### src/rtl/seg_scan_driver_pkg.sv
`default_nettype none
// ============================================================================
// Module      : seg_pkg
// Description : Shared constants, glyph table and converter state type for
//               the eight-digit seven-segment scan driver.
// Revision    : 1.0 - initial release
// ============================================================================
package seg_pkg;

    localparam int NUM_DIGITS  = 8;
    localparam int BANK_DIGITS = 4;

    // Segment bit positions within {a,b,c,d,e,f,g,dp}
    localparam int SEG_A  = 7;
    localparam int SEG_B  = 6;
    localparam int SEG_C  = 5;
    localparam int SEG_D  = 4;
    localparam int SEG_E  = 3;
    localparam int SEG_F  = 2;
    localparam int SEG_G  = 1;
    localparam int SEG_DP = 0;

    localparam logic [7:0] SEG_DP_MASK = 8'b1 << SEG_DP;
    localparam logic [7:0] GLYPH_BLANK = 8'h00;

    localparam logic [7:0] GLYPH [0:15] = '{
        8'hFC, 8'h60, 8'hDA, 8'hF2, 8'h66, 8'hB6, 8'hBE, 8'hE0,
        8'hFE, 8'hF6, 8'hEE, 8'h3E, 8'h9C, 8'h7A, 8'h9E, 8'h8E
    };

    typedef enum logic [1:0] {
        IDLE  = 2'd0,
        SHIFT = 2'd1,
        DONE  = 2'd2
    } conv_state_t;

endpackage
`default_nettype wire

### src/rtl/seg_scan_driver_bin2bcd_seq.sv
`default_nettype none
// ============================================================================
// Module      : bin2bcd_seq
// Description : Sequential double-dabble, 32-bit binary to 10 BCD digits,
//               one input bit per cycle; start restarts from any state.
// Revision    : 1.0 - initial release
// ============================================================================
module bin2bcd_seq
    import seg_pkg::*;
(
    input  logic        clk,
    input  logic        rst,
    input  logic        start,
    input  logic [31:0] bin,
    output logic        busy,
    output logic        done,
    output logic [39:0] bcd
);

    conv_state_t r_state, w_state_nxt;
    logic [4:0]  r_cnt, w_cnt_nxt;
    logic [31:0] r_sh, w_sh_nxt;
    logic [39:0] r_acc, w_acc_nxt;
    logic [38:0] w_adj;

    // Top digit is at most 2 before any shift of a 32-bit input, so it never
    // needs the +3 correction; only its low three bits survive the shift.
    always_comb begin
        w_adj = r_acc[38:0];
        for (int n = 0; n < 9; n++) begin
            if (r_acc[4*n +: 4] >= 4'd5) begin
                w_adj[4*n +: 4] = r_acc[4*n +: 4] + 4'd3;
            end
        end
    end

    always_comb begin
        w_state_nxt = r_state;
        w_cnt_nxt   = r_cnt;
        w_sh_nxt    = r_sh;
        w_acc_nxt   = r_acc;
        case (r_state)
            SHIFT: begin
                w_acc_nxt = {w_adj, r_sh[31]};
                w_sh_nxt  = {r_sh[30:0], 1'b0};
                w_cnt_nxt = r_cnt + 5'd1;
                if (r_cnt == 5'd31) begin
                    w_state_nxt = DONE;
                end
            end
            DONE:    w_state_nxt = IDLE;
            default: w_state_nxt = r_state;
        endcase
        if (start) begin
            w_state_nxt = SHIFT;
            w_cnt_nxt   = 5'd0;
            w_sh_nxt    = bin;
            w_acc_nxt   = '0;
        end
    end

    always_ff @(posedge clk or posedge rst) begin
        if (rst) begin
            r_state <= IDLE;
            r_cnt   <= '0;
            r_sh    <= '0;
            r_acc   <= '0;
        end else begin
            r_state <= w_state_nxt;
            r_cnt   <= w_cnt_nxt;
            r_sh    <= w_sh_nxt;
            r_acc   <= w_acc_nxt;
        end
    end

    assign busy = (r_state != IDLE);
    assign done = (r_state == DONE);
    assign bcd  = r_acc;

endmodule
`default_nettype wire

### src/rtl/seg_scan_driver.sv
`default_nettype none
// ============================================================================
// Module      : seg_scan_driver
// Description : Eight-digit multiplexed seven-segment driver, hex or decimal.
//               Define SEG_LZ_BLANK_EN to blank leading zero digits.
// Revision    : 1.0 - initial release
// ============================================================================
module seg_scan_driver
    import seg_pkg::*;
#(
    parameter int unsigned SCAN_DIV = 100000
) (
    input  logic        clk,
    input  logic        rst,
    input  logic [31:0] data,
    input  logic        load,
    input  logic        base,
    output logic [7:0]  digit_en,
    output logic [7:0]  sseg,
    output logic [7:0]  sseg1,
    output logic        busy
);

    localparam logic [23:0] c_div_max = 24'(SCAN_DIV - 1);
    localparam logic [7:0]  c_en_base = 8'h11;

    logic [31:0] r_val, r_bcd;
    logic        r_base_q, r_ovf;
    logic [23:0] r_div;
    logic [1:0]  r_slot;
    logic [7:0]  r_digit_en, r_sseg, r_sseg1;

    logic        w_start, w_tick, w_conv_done, w_ovf_dp;
    logic [31:0] w_val_next, w_src;
    logic [39:0] w_conv_bcd;
    logic [7:0]  w_seg [NUM_DIGITS];

    // The converter captures the value being latched this cycle, not the old one
    assign w_start    = load | (base ^ r_base_q);
    assign w_val_next = load ? data : r_val;
    assign w_tick     = (r_div == c_div_max);
    assign w_src      = r_base_q ? r_bcd : r_val;
    assign w_ovf_dp   = r_base_q & r_ovf;

    bin2bcd_seq u_bin2bcd (
        .clk   (clk),
        .rst   (rst),
        .start (w_start),
        .bin   (w_val_next),
        .busy  (busy),
        .done  (w_conv_done),
        .bcd   (w_conv_bcd)
    );

    for (genvar k = 0; k < NUM_DIGITS; k++) begin : g_digit
        logic [3:0] w_nib;
        logic       w_blank;
        assign w_nib = w_src[4*k +: 4];
`ifdef SEG_LZ_BLANK_EN
        if (k == 0) begin : g_keep
            assign w_blank = 1'b0;
        end else begin : g_lz
            assign w_blank = ~|w_src[31:4*k];
        end
`else
        assign w_blank = 1'b0;
`endif
        if (k == NUM_DIGITS - 1) begin : g_msd
            assign w_seg[k] = (w_blank ? GLYPH_BLANK : GLYPH[w_nib])
                            | (w_ovf_dp ? SEG_DP_MASK : 8'h00);
        end else begin : g_rest
            assign w_seg[k] = w_blank ? GLYPH_BLANK : GLYPH[w_nib];
        end
    end

    always_ff @(posedge clk or posedge rst) begin
        if (rst) begin
            r_val      <= '0;
            r_bcd      <= '0;
            r_ovf      <= 1'b0;
            r_base_q   <= 1'b0;
            r_div      <= '0;
            r_slot     <= '0;
            r_digit_en <= '0;
            r_sseg     <= '0;
            r_sseg1    <= '0;
        end else begin
            r_base_q <= base;
            if (load) begin
                r_val <= data;
            end
            if (w_conv_done) begin
                r_bcd <= w_conv_bcd[31:0];
                r_ovf <= |w_conv_bcd[39:32];
            end
            // Outputs show the slot that was current at the tick, then advance
            if (w_tick) begin
                r_div      <= '0;
                r_slot     <= r_slot + 2'd1;
                r_digit_en <= c_en_base << r_slot;
                r_sseg     <= w_seg[{1'b1, r_slot}];
                r_sseg1    <= w_seg[{1'b0, r_slot}];
            end else begin
                r_div <= r_div + 24'd1;
            end
        end
    end

    assign digit_en = r_digit_en;
    assign sseg     = r_sseg;
    assign sseg1    = r_sseg1;

endmodule
`default_nettype wire

### config.mk
export PLATFORM = sky130hd
export DESIGN_NAME = seg_scan_driver
export DESIGN_NICKNAME = d
export VERILOG_FILES = /design/src/rtl/seg_scan_driver_pkg.sv /design/src/rtl/seg_scan_driver_bin2bcd_seq.sv /design/src/rtl/seg_scan_driver.sv
export SDC_FILE = /design/constraint.sdc
export NUM_CORES = 1
export LEC_CHECK = 0
export ABC_AREA = 1
export BUFFER_PORTS_ARGS = -buffer_cell sky130_fd_sc_hd__buf_4
export CAP_MARGIN = 20
export CORE_ASPECT_RATIO = 1.1
export CORE_UTILIZATION = 62
export CTS_CLUSTER_SIZE = 25
export DETAILED_ROUTE_END_ITERATION = 7
export GPL_TIMING_DRIVEN = 0
export PLACE_DENSITY_LB_ADDON = 0.2
export SYNTH_ARGS = -nofsm -noshare
export SYNTH_HDL_FRONTEND = slang
export SYNTH_SLANG_ARGS = --single-unit
### constraint.sdc
create_clock -name clk -period 7.45 [get_ports clk]
set_input_delay 1.8625 -clock clk [delete_from_list [all_inputs] [get_ports clk]]
set_output_delay 1.8625 -clock clk [all_outputs]
set_load 0.02 [all_outputs]
---- Word level (Yosys, flattened, before mapping) ----
Memories as Yosys holds them, arrays and structs flattened.
Index checks and enable logic that the tools add are counted.
word-level totals
  bits in registers ....................... 195
  ROM bits ................................ 1024
  bits of input ports ..................... 36
  output and inout bits ................... 25
  word-level logic and storage cells ...... 121
  memories ................................ 8
cells by class
  add/subtract/negate cells ............... 12
  order comparisons ....................... 19
  eq/ne operators ......................... 5
  shift operators ......................... 1
  mux-type cells .......................... 44
  bitwise logic cells ..................... 14
  reductions and logical operators ........ 5
memories
  memory            depth  width  read ports  clocked after memory_dff  wr ports  RTL line               RTL
  (name not given)  16     8      1           0                         0         seg_scan_driver.sv:69  assign w_seg[k] = (w_blank ? GLYPH_BLANK : GLYPH[w_nib])
  (name not given)  16     8      1           0                         0         seg_scan_driver.sv:72  assign w_seg[k] = w_blank ? GLYPH_BLANK : GLYPH[w_nib];
  (name not given)  16     8      1           0                         0         seg_scan_driver.sv:72
  (name not given)  16     8      1           0                         0         seg_scan_driver.sv:72
  (name not given)  16     8      1           0                         0         seg_scan_driver.sv:72
  (name not given)  16     8      1           0                         0         seg_scan_driver.sv:72
  2 more memories   -      -      -           -                         -         -
operators by type and width
  kind                                                                count
  two-way mux 8 bit                                                   20
  two-way mux 32 bit                                                  4
  two-way mux 40 bit                                                  2
  binary-select mux 8 bit (select 3 bit)                              2
  greater-or-equal comparator 5 bit (second input constant)           8
  inverter 4 -> 5 bit                                                 8
  adder 4 x 2 -> 4 bit (second input constant)                        9
  greater-or-equal comparator 4 x 3 -> 1 bit (second input constant)  9
  two-way mux 4 bit                                                   9
  adder 24 x 1 -> 24 bit (second input constant)                      1
  equality test 24 x 17 -> 1 bit (second input constant)              1
  two-way mux 24 bit                                                  1
  two-way mux 5 bit                                                   2
  greater-or-equal comparator 4 bit (second input constant)           2
  OR 8 x 1 -> 8 bit                                                   1
  OR reduction 8 bit                                                  1
  << shifter 5 x 2 -> 8 bit (first input constant)                    1
  adder 5 x 1 -> 5 bit (second input constant)                        1
  equality test 5 bit (second input constant)                         1
  two-way mux 2 bit                                                   2
  inverter 2 -> 4 bit                                                 1
  inverter 3 -> 4 bit                                                 1
  case mux 2 bit (2 select lines)                                     1
  nonzero test 2 bit                                                  2
  other kinds (10)                                                    10

---- Depth between registers and ports, before layout ----
Gate-level depths: netlist (run 1).
  word-level depth ........................ 9
  gate-level depth with buffers ........... 17
  mapped depth without buffers ............ 14

---- Hierarchy ----
From an unflattened synthesis (run 1), not the netlist that was laid out.
unflattened totals
  cell total of the unflattened synthesis .. 1641
  area, all modules ....................... 12109.1 sq um
by module, submodules not included
  module           instances  cells each  area each (sq um)  seq. area each (sq um)
  seg_scan_driver  1          1104        7831.3             2777.7
  bin2bcd_seq      1          537         4277.9             1976.9

---- Worst setup path before layout (run 1) ----
No wires, ideal clock.
  path type ............................... input to register
  from .................................... input port base
  to ...................................... register u_bin2bcd.r_sh[10]
  setup time .............................. 0.086 ns
  arrival ................................. 2.763 ns
  required time ........................... 7.364 ns
  setup slack ............................. 4.601 ns
  stages on the path ...................... 8
  buffers on the path ..................... 2
  cell sequence ........................... inv_1 a21oi_2 o21ai_4 inv_2 nand2_2 buf_6 buf_6 o221ai_2
between the ends
  cells in the longest elaborated chain, start to end .. 3
  elaborated cells between the ends (all ways) .. 4
  classes of those cells .................. mux (1); bitwise (2); reduce/logical (1)
RTL lines
  element                                                   RTL line                           RTL
  start, declared                                           seg_scan_driver.sv:17              input logic base,
  XOR 1 bit *                                               seg_scan_driver.sv:39              assign w_start = load | (base ^ r_base_q);
  OR 1 bit *                                                seg_scan_driver.sv:39
  two-way mux 32 bit or nonzero test 2 bit (tied branches)  -
  end signal, assigned                                      seg_scan_driver_bin2bcd_seq.sv:71  r_sh <= w_sh_nxt;
  end, declared                                             seg_scan_driver_bin2bcd_seq.sv:22  logic [31:0] r_sh, w_sh_nxt;
Every way passes the cells marked *; elsewhere a longest branch is shown, timed or not.
A chain may end at the register's enable or synchronous reset.

---- Final worst setup path (run 1) ----
  from .................................... register u_bin2bcd.r_state[0]
  to ...................................... output port busy
between the ends
  cells in the longest elaborated chain, start to end .. 1
RTL lines
  element                 RTL line                           RTL
  start, declared         seg_scan_driver_bin2bcd_seq.sv:20  conv_state_t r_state, w_state_nxt;
  start signal, assigned  seg_scan_driver_bin2bcd_seq.sv:69  r_state <= w_state_nxt;
  nonzero test 2 bit      seg_scan_driver_bin2bcd_seq.sv:76  assign busy = (r_state != IDLE);
  end, declared           seg_scan_driver.sv:21              output logic busy
Every way passes these cells.

==> flow_summary.ini, run 1 <==
[run_status]
status = completed

[final_layout]
final_layout_size_suffix_gt1_frac = 0.117
num_antenna_cells = 0
fillers = 1514
finalInstanceArea_um2 = 13100
finalNonFillerCells = 1845
final_util = 0.712
syn_to_final_growth_pct = 11.8
layout.nets = 1710

[route]
num_vias = 10600
first_pass_iters = 5
wl_mm = 31.2
postRouteAntennaNets = 0
viasPerCell = 5.76
wl_per_cell_um = 16.9
drc_errors = 0
drtIter0Drc = 942

[synthesis]
ys_types = 38
yosysTopAreaCellShare = 0.404
yosysTopAreaCell = dfrtp_1
ys_ff_latch = 190
synthMostInstantiatedCell = nand2_1
synth_area_leaders = dfrtp_1, nand2_1, ha_1
synthArstFlopShare = 1.00
synth_commonest_cells = nand2_1, inv_1, dfrtp_1
syn-num-nets = 1631
synth.avg_cell_area_um2 = 7.79
ys_warn_count = 0
synth_area_um2 = 11800
synth-main-ff-cell = dfrtp_1
synth_edf_count = 0
postSynthCellCount = 1510
yosysSeqAreaShare = 0.404

[sta]
finalCritPeriodShare = 0.421
rsz0062_at_grt = no
fin_crit_ns = 3.14
timing.hold.ws_ns = 0.482
fmax_mhz = 319
drv_slew = 0
slew_headroom = 0.257
worstMarginPinSlew_ns = 1.10
timing.final.hold_violations = 0
finalSetupViolations = 0
fin_skew_ns = 0.0153

[clock_tree]
numCtsBuffers = 17
clk_latency_ns = 0.45
cts.path.max_buffers = 2
postCtsHoldBufs = 0
cts_tree = built
cts_resized = 0
cts.sink_count = 190
post_cts_buffers = 0
clk_pin_slew_worst_paths_ns = 0.08
clock-root-buffer = clkbuf_16
htree_levels = 4

[hold_path]
hp-class = flip-flop to flip-flop

[global_routing]
overflow = 0
grt_util_met1 = 0.428
grt_max_degree = 116
grt_usage = 0.331
grtUsageMet2 = 0.554
grt_busiest_layer = met2
grt_first_pass_wirelength_mm = 50.4
grt_use_met3 = 0.0573
grt_pass1_vias = 10100
antenna_found_initial = 0

[placement]
portBuffers = 59
place_area_um2 = 12500
dp.final_hpwl_mm = 23.5
gp_congestion = 0.955
dp.cells = 1813

[floorplan]
core_area_um2 = 18500
num_rows = 52
ios = 61
die_w_um = 133
initial_core_util = 0.636
die_y_um = 146
die-area_um2 = 19500

[power_and_ir_drop]
combPwrFrac = 0.140
leakage_nw = 6.59
powerDensity_nw_per_um2 = 180
switching_share = 0.304
p_seq_frac = 0.465
netSwitchingPower_w = 0.000718
clock_power_share = 0.395
vdd_drop_max_uv = 160
power.internal_w = 0.00165

[critical_path]
slowest_delay_ns = 0.41
worstPathMaxFanout = 3
cp_cell_sequence = inv_1 > ha_1 > inv_1 > buf_4
arrival_ns = 1.27
start_kind = flip-flop
cp.buffers_inverters = 3
crit_required_ns = 5.59
end_kind = primary output
cpMaxStageDelayCell = dfrtp_1
crit_top_cell = inv_1
crit_type = flip-flop to primary output
path_delay_family = flip-flops

[flow_run]
cap_violations = 0
-- state kept, by name (all words and copies together), names as in the netlist --
name and flops:
digit_en 4, r_val 32, u_bin2bcd.r_cnt 5, u_bin2bcd.r_state 2, r_base_q 1, u_bin2bcd.bcd 40, r_bcd 32, r_div 24
sseg 8, r_ovf 1, r_slot 2, u_bin2bcd.r_sh 32, sseg1 7
-- metrics by stage --
step	power (W)	TNS, ns	setup slack (ns)
CTS	0.00237	0	4.31
global route	0.00245	0	4.24
detailed placement	0.00144	0	4.09
floorplan	0.00134	0	0.417
global placement	0.00143	-304.09	-1.62
finish	0.00236	0	4.31
-- final timing paths --
| kind | cells after the start | startpoint | slack [ns] | to |
|---|---|---|---|---|
| setup / recovery | 4 | u_bin2bcd.r_state[0] | 4.31 | busy |
| hold / removal | 2 | sseg[5] | 0.48 | sseg[5] |
| setup reg to reg | 14 | r_base_q | 4.41 | sseg[1] |
| hold reg to reg | 2 | sseg[5] | 0.48 | sseg[5] |
| max in group asynchronous | 3 | rst | 5.03 | r_val[19] |
| min in group asynchronous | 2 | rst | 1.48 | r_div[20] |
-- final cells by class --
class	instances	area [um^2]	area share
buffer	57	345	0.0263
clock buffer	17	425	0.0324
clock inverter	15	184	0.0140
timing repair buffer	60	470	0.0358
inverter	215	815	0.0619
multi-input combinational	1048	5850	0.445
tap	243	304	0.0231
sequential	190	4750	0.362
-- per-layer routing --
layer,part of all wire,vias up
li1,-,5075
met4,0.036,0
met2,0.48,480
met3,0.079,86
met5,0,-
met1,0.41,4994
-- worst reg2reg max path, cell delays in order, from the launching register on --
cell     delay (ns)
dfrtp_1        0.38
buf_6          0.15
buf_6          0.15
buf_4          0.19
buf_2          0.23
o21ai_0        0.75
inv_1          0.21
ha_1           0.28
nand2_2        0.09
nand3_1        0.07
nand2_1        0.11
nand2_1        0.06
nand3_1        0.13
nand2_1        0.08
nor2_1         0.09
-- cell families after synthesis --
group,after synthesis,synth area share
simple gates,664,0.241
buf+inv,272,0.0980
compound gates,254,0.130
flops,190,0.404
fa+ha+maj,85,0.0905
xor+xnor,28,0.0209
mux,16,0.0153
other cells,1,0.000319
-- power by group through the flow --
stage          sequential, W  combinational [W]  clock (W)
6_report             0.00110           0.000331   0.000934
5_1_grt              0.00110           0.000370   0.000975
4_1_cts              0.00110           0.000326   0.000941
3_5_place_dp         0.00112           0.000324          0
3_3_place_gp         0.00112           0.000315          0
2_1_floorplan        0.00111           0.000233          0
-- cell usage in the layout (no fill, tap or decap), types with 2 or more instances in the layout --
| cell type | instances |
|---|---|
| a21oi_1 | 33 |
| a22o_1 | 2 |
| a22oi_1 | 13 |
| buf_2 | 15 |
| buf_4 | 67 |
| buf_6 | 11 |
| clkbuf_1 | 22 |
| clkbuf_16 | 17 |
| clkinv_4 | 2 |
| clkinv_8 | 4 |
| dfrtp_1 | 190 |
| ha_1 | 85 |
| inv_1 | 209 |
| inv_12 | 2 |
| inv_2 | 4 |
| inv_6 | 4 |
| inv_8 | 4 |
| mux2_2 | 16 |
| nand2_1 | 380 |
| nand2_2 | 13 |
| nand3_1 | 178 |
| nand4_1 | 15 |
| nor2_1 | 54 |
| nor3_1 | 18 |
| o21ai_0 | 118 |
| o21ai_1 | 32 |
| o21ai_2 | 11 |
| o221ai_1 | 5 |
| o221ai_2 | 10 |
| o22ai_1 | 26 |
| or2_2 | 2 |
| xor2_1 | 27 |
(Power assumes the default switching activity.)
==> run 2: changes to the inputs <==
==> constraint.sdc (replaced) <==
create_clock -name clk -period 3.2 [get_ports clk]
set_input_delay 0.8 -clock clk [delete_from_list [all_inputs] [get_ports clk]]
set_output_delay 0.8 -clock clk [all_outputs]
set_load 0.02 [all_outputs]
==> run 2 against run 1 <==
  * Global-route usage up 1.0 points
  * Non-clock buffer count grew 4
  * Wire length up 2.1%
  * Register-to-register slack got worse by 4.1 ns
  * Combinational power rose by 140%
  * Worst setup slack got worse by 4.0 ns
  * Largest cell class unchanged
==> flow_summary.ini, run 2 (synthesized netlist as in run 1, its figures left out) <==
[floorplan]
ios = 61
die_w_um = 133
die_y_um = 146
core_area_um2 = 18500
num_rows = 52
initial_core_util = 0.636
die-area_um2 = 19500

[sta]
fin_crit_ns = 2.90
slew_headroom = 0.339
fmax_mhz = 345
fin_skew_ns = 0.0122
drv_slew = 0
worstMarginPinSlew_ns = 0.981
timing.final.hold_violations = 0
finalCritPeriodShare = 0.905
tns_ns = 0
finalSetupViolations = 0
timing.hold.ws_ns = 0.418
rsz0062_at_grt = no

[placement]
place_area_um2 = 12600
gp_congestion = 0.960
dp.cells = 1817
dp.final_hpwl_mm = 24.3
portBuffers = 59

[run_status]
status = completed

[final_layout]
layout.nets = 1714
final_cell_mix = nand2_1, inv_1, dfrtp_1
finalNonFillerCells = 1849
final_layout_size_suffix_gt1_frac = 0.119
layout_commonest_cell = nand2_1
largest_reg_flops = 40
num_antenna_cells = 0
syn_to_final_growth_pct = 12.6
fillers = 1554
finalInstanceArea_um2 = 13200

[global_routing]
antenna_found_initial = 0
grt_pass1_vias = 10300
grt_first_pass_wirelength_mm = 52.1
overflow = 0
grt_max_degree = 43
grt_usage = 0.341

[clock_tree]
cts_tree = built
cts.sink_count = 190
clk_pin_slew_worst_paths_ns = 0.08
clk_latency_ns = 0.45
numCtsBuffers = 17
post_cts_buffers = 0
cts.path.max_buffers = 2
postCtsHoldBufs = 0
htree_levels = 4
cts_resized = 0
clock-root-buffer = clkbuf_16

[route]
num_vias = 10700
drtIter0Drc = 1038
drc_errors = 0
postRouteAntennaNets = 0
wl_mm = 31.8
first_pass_iters = 6
viasPerCell = 5.81
wl_per_cell_um = 17.2

[power_and_ir_drop]
leakage_nw = 6.62
finalPower_w = 0.00554
powerDensity_nw_per_um2 = 419
vdd_drop_max_uv = 397

[critical_path]
timing.rr.end = sseg[4]
worstPathMaxFanout = 10
end_kind = flip-flop
crit_required_ns = 3.58
crit_type = flip-flop to flip-flop
regToRegSetupSlack_ns = 0.30
start_kind = flip-flop
rr_startpoint = r_base_q
arrival_ns = 3.28
worstRegToRegCells = 14

[hold_path]
hp-class = primary input to asynchronous set/reset pin

[flow_run]
cap_violations = 0
[run 2: cell types whose count changed in the layout (fill, tap and decap cells not counted)]
cell and delta:
inv_6 -1, clkinv_4 +1, clkinv_8 +2, clkinvlp_4 +1, inv_8 -3, buf_12 +4
[run 2: metal layers]
| layer | routed length [um] | track usage | vias to the layer above | share of wire |
|---|---|---|---|---|
| met2 | 15400 | 0.572 | 453 | 0.48 |
| li1 | - | - | 5084 | - |
| met3 | 2240 | 0.0458 | 72 | 0.070 |
| met4 | 1020 | 0.140 | 0 | 0.032 |
| met5 | 0 | 0 | - | 0 |
| met1 | 13200 | 0.444 | 5128 | 0.41 |
[run 2: final cells by class]
type                       count  area (um^2)  share of cell area
inverter                     215          811              0.0613
timing repair buffer          64          551              0.0416
sequential                   190         4750               0.359
buffer                        57          345              0.0261
clock inverter                15          194              0.0147
multi-input combinational   1048         5850               0.442
clock buffer                  17          425              0.0321
tap                          243          304              0.0230
[run 2: stage by stage]
stage                util  setup slack, ns
CTS                 0.716            0.361
detailed placement  0.683            0.383
global placement    0.677            -1.16
global route        0.716           0.0793
floorplan               -          -0.0485
finish              0.716            0.304
[run 2: critical path, stage by stage, from the launching register on]
cell and delay (ns):
dfrtp_1 0.38, buf_6 0.15, buf_6 0.15, buf_4 0.18
buf_2 0.22, o21ai_0 0.65, inv_1 0.20, ha_1 0.28
nand3_1 0.12, nand3_1 0.08, nand3_1 0.13, nand3_1 0.08
nand2_1 0.08, nand2_1 0.05, nand2_1 0.06
[run 2: power breakdown]
| group | switching, W | internal [W] |
|---|---|---|
| registers | 0.0000632 | 0.00250 |
| clock network | 0.00112 | 0.00107 |
| logic | 0.000513 | 0.000273 |
[run 2: how the worst max path moves through the flow]
stage | startpoint | end | slack [ns] | depth (start not counted)
after global placement | rst | u_bin2bcd.r_sh[17] | -1.16 | 2
final | r_base_q | sseg[4] | 0.30 | 14
after detailed placement | r_base_q | sseg[4] | 0.38 | 14
after CTS | r_base_q | sseg[2] | 0.36 | 17
after global routing | r_base_q | sseg[1] | 0.08 | 14
after floorplan | rst | digit_en[3] | -0.05 | 1
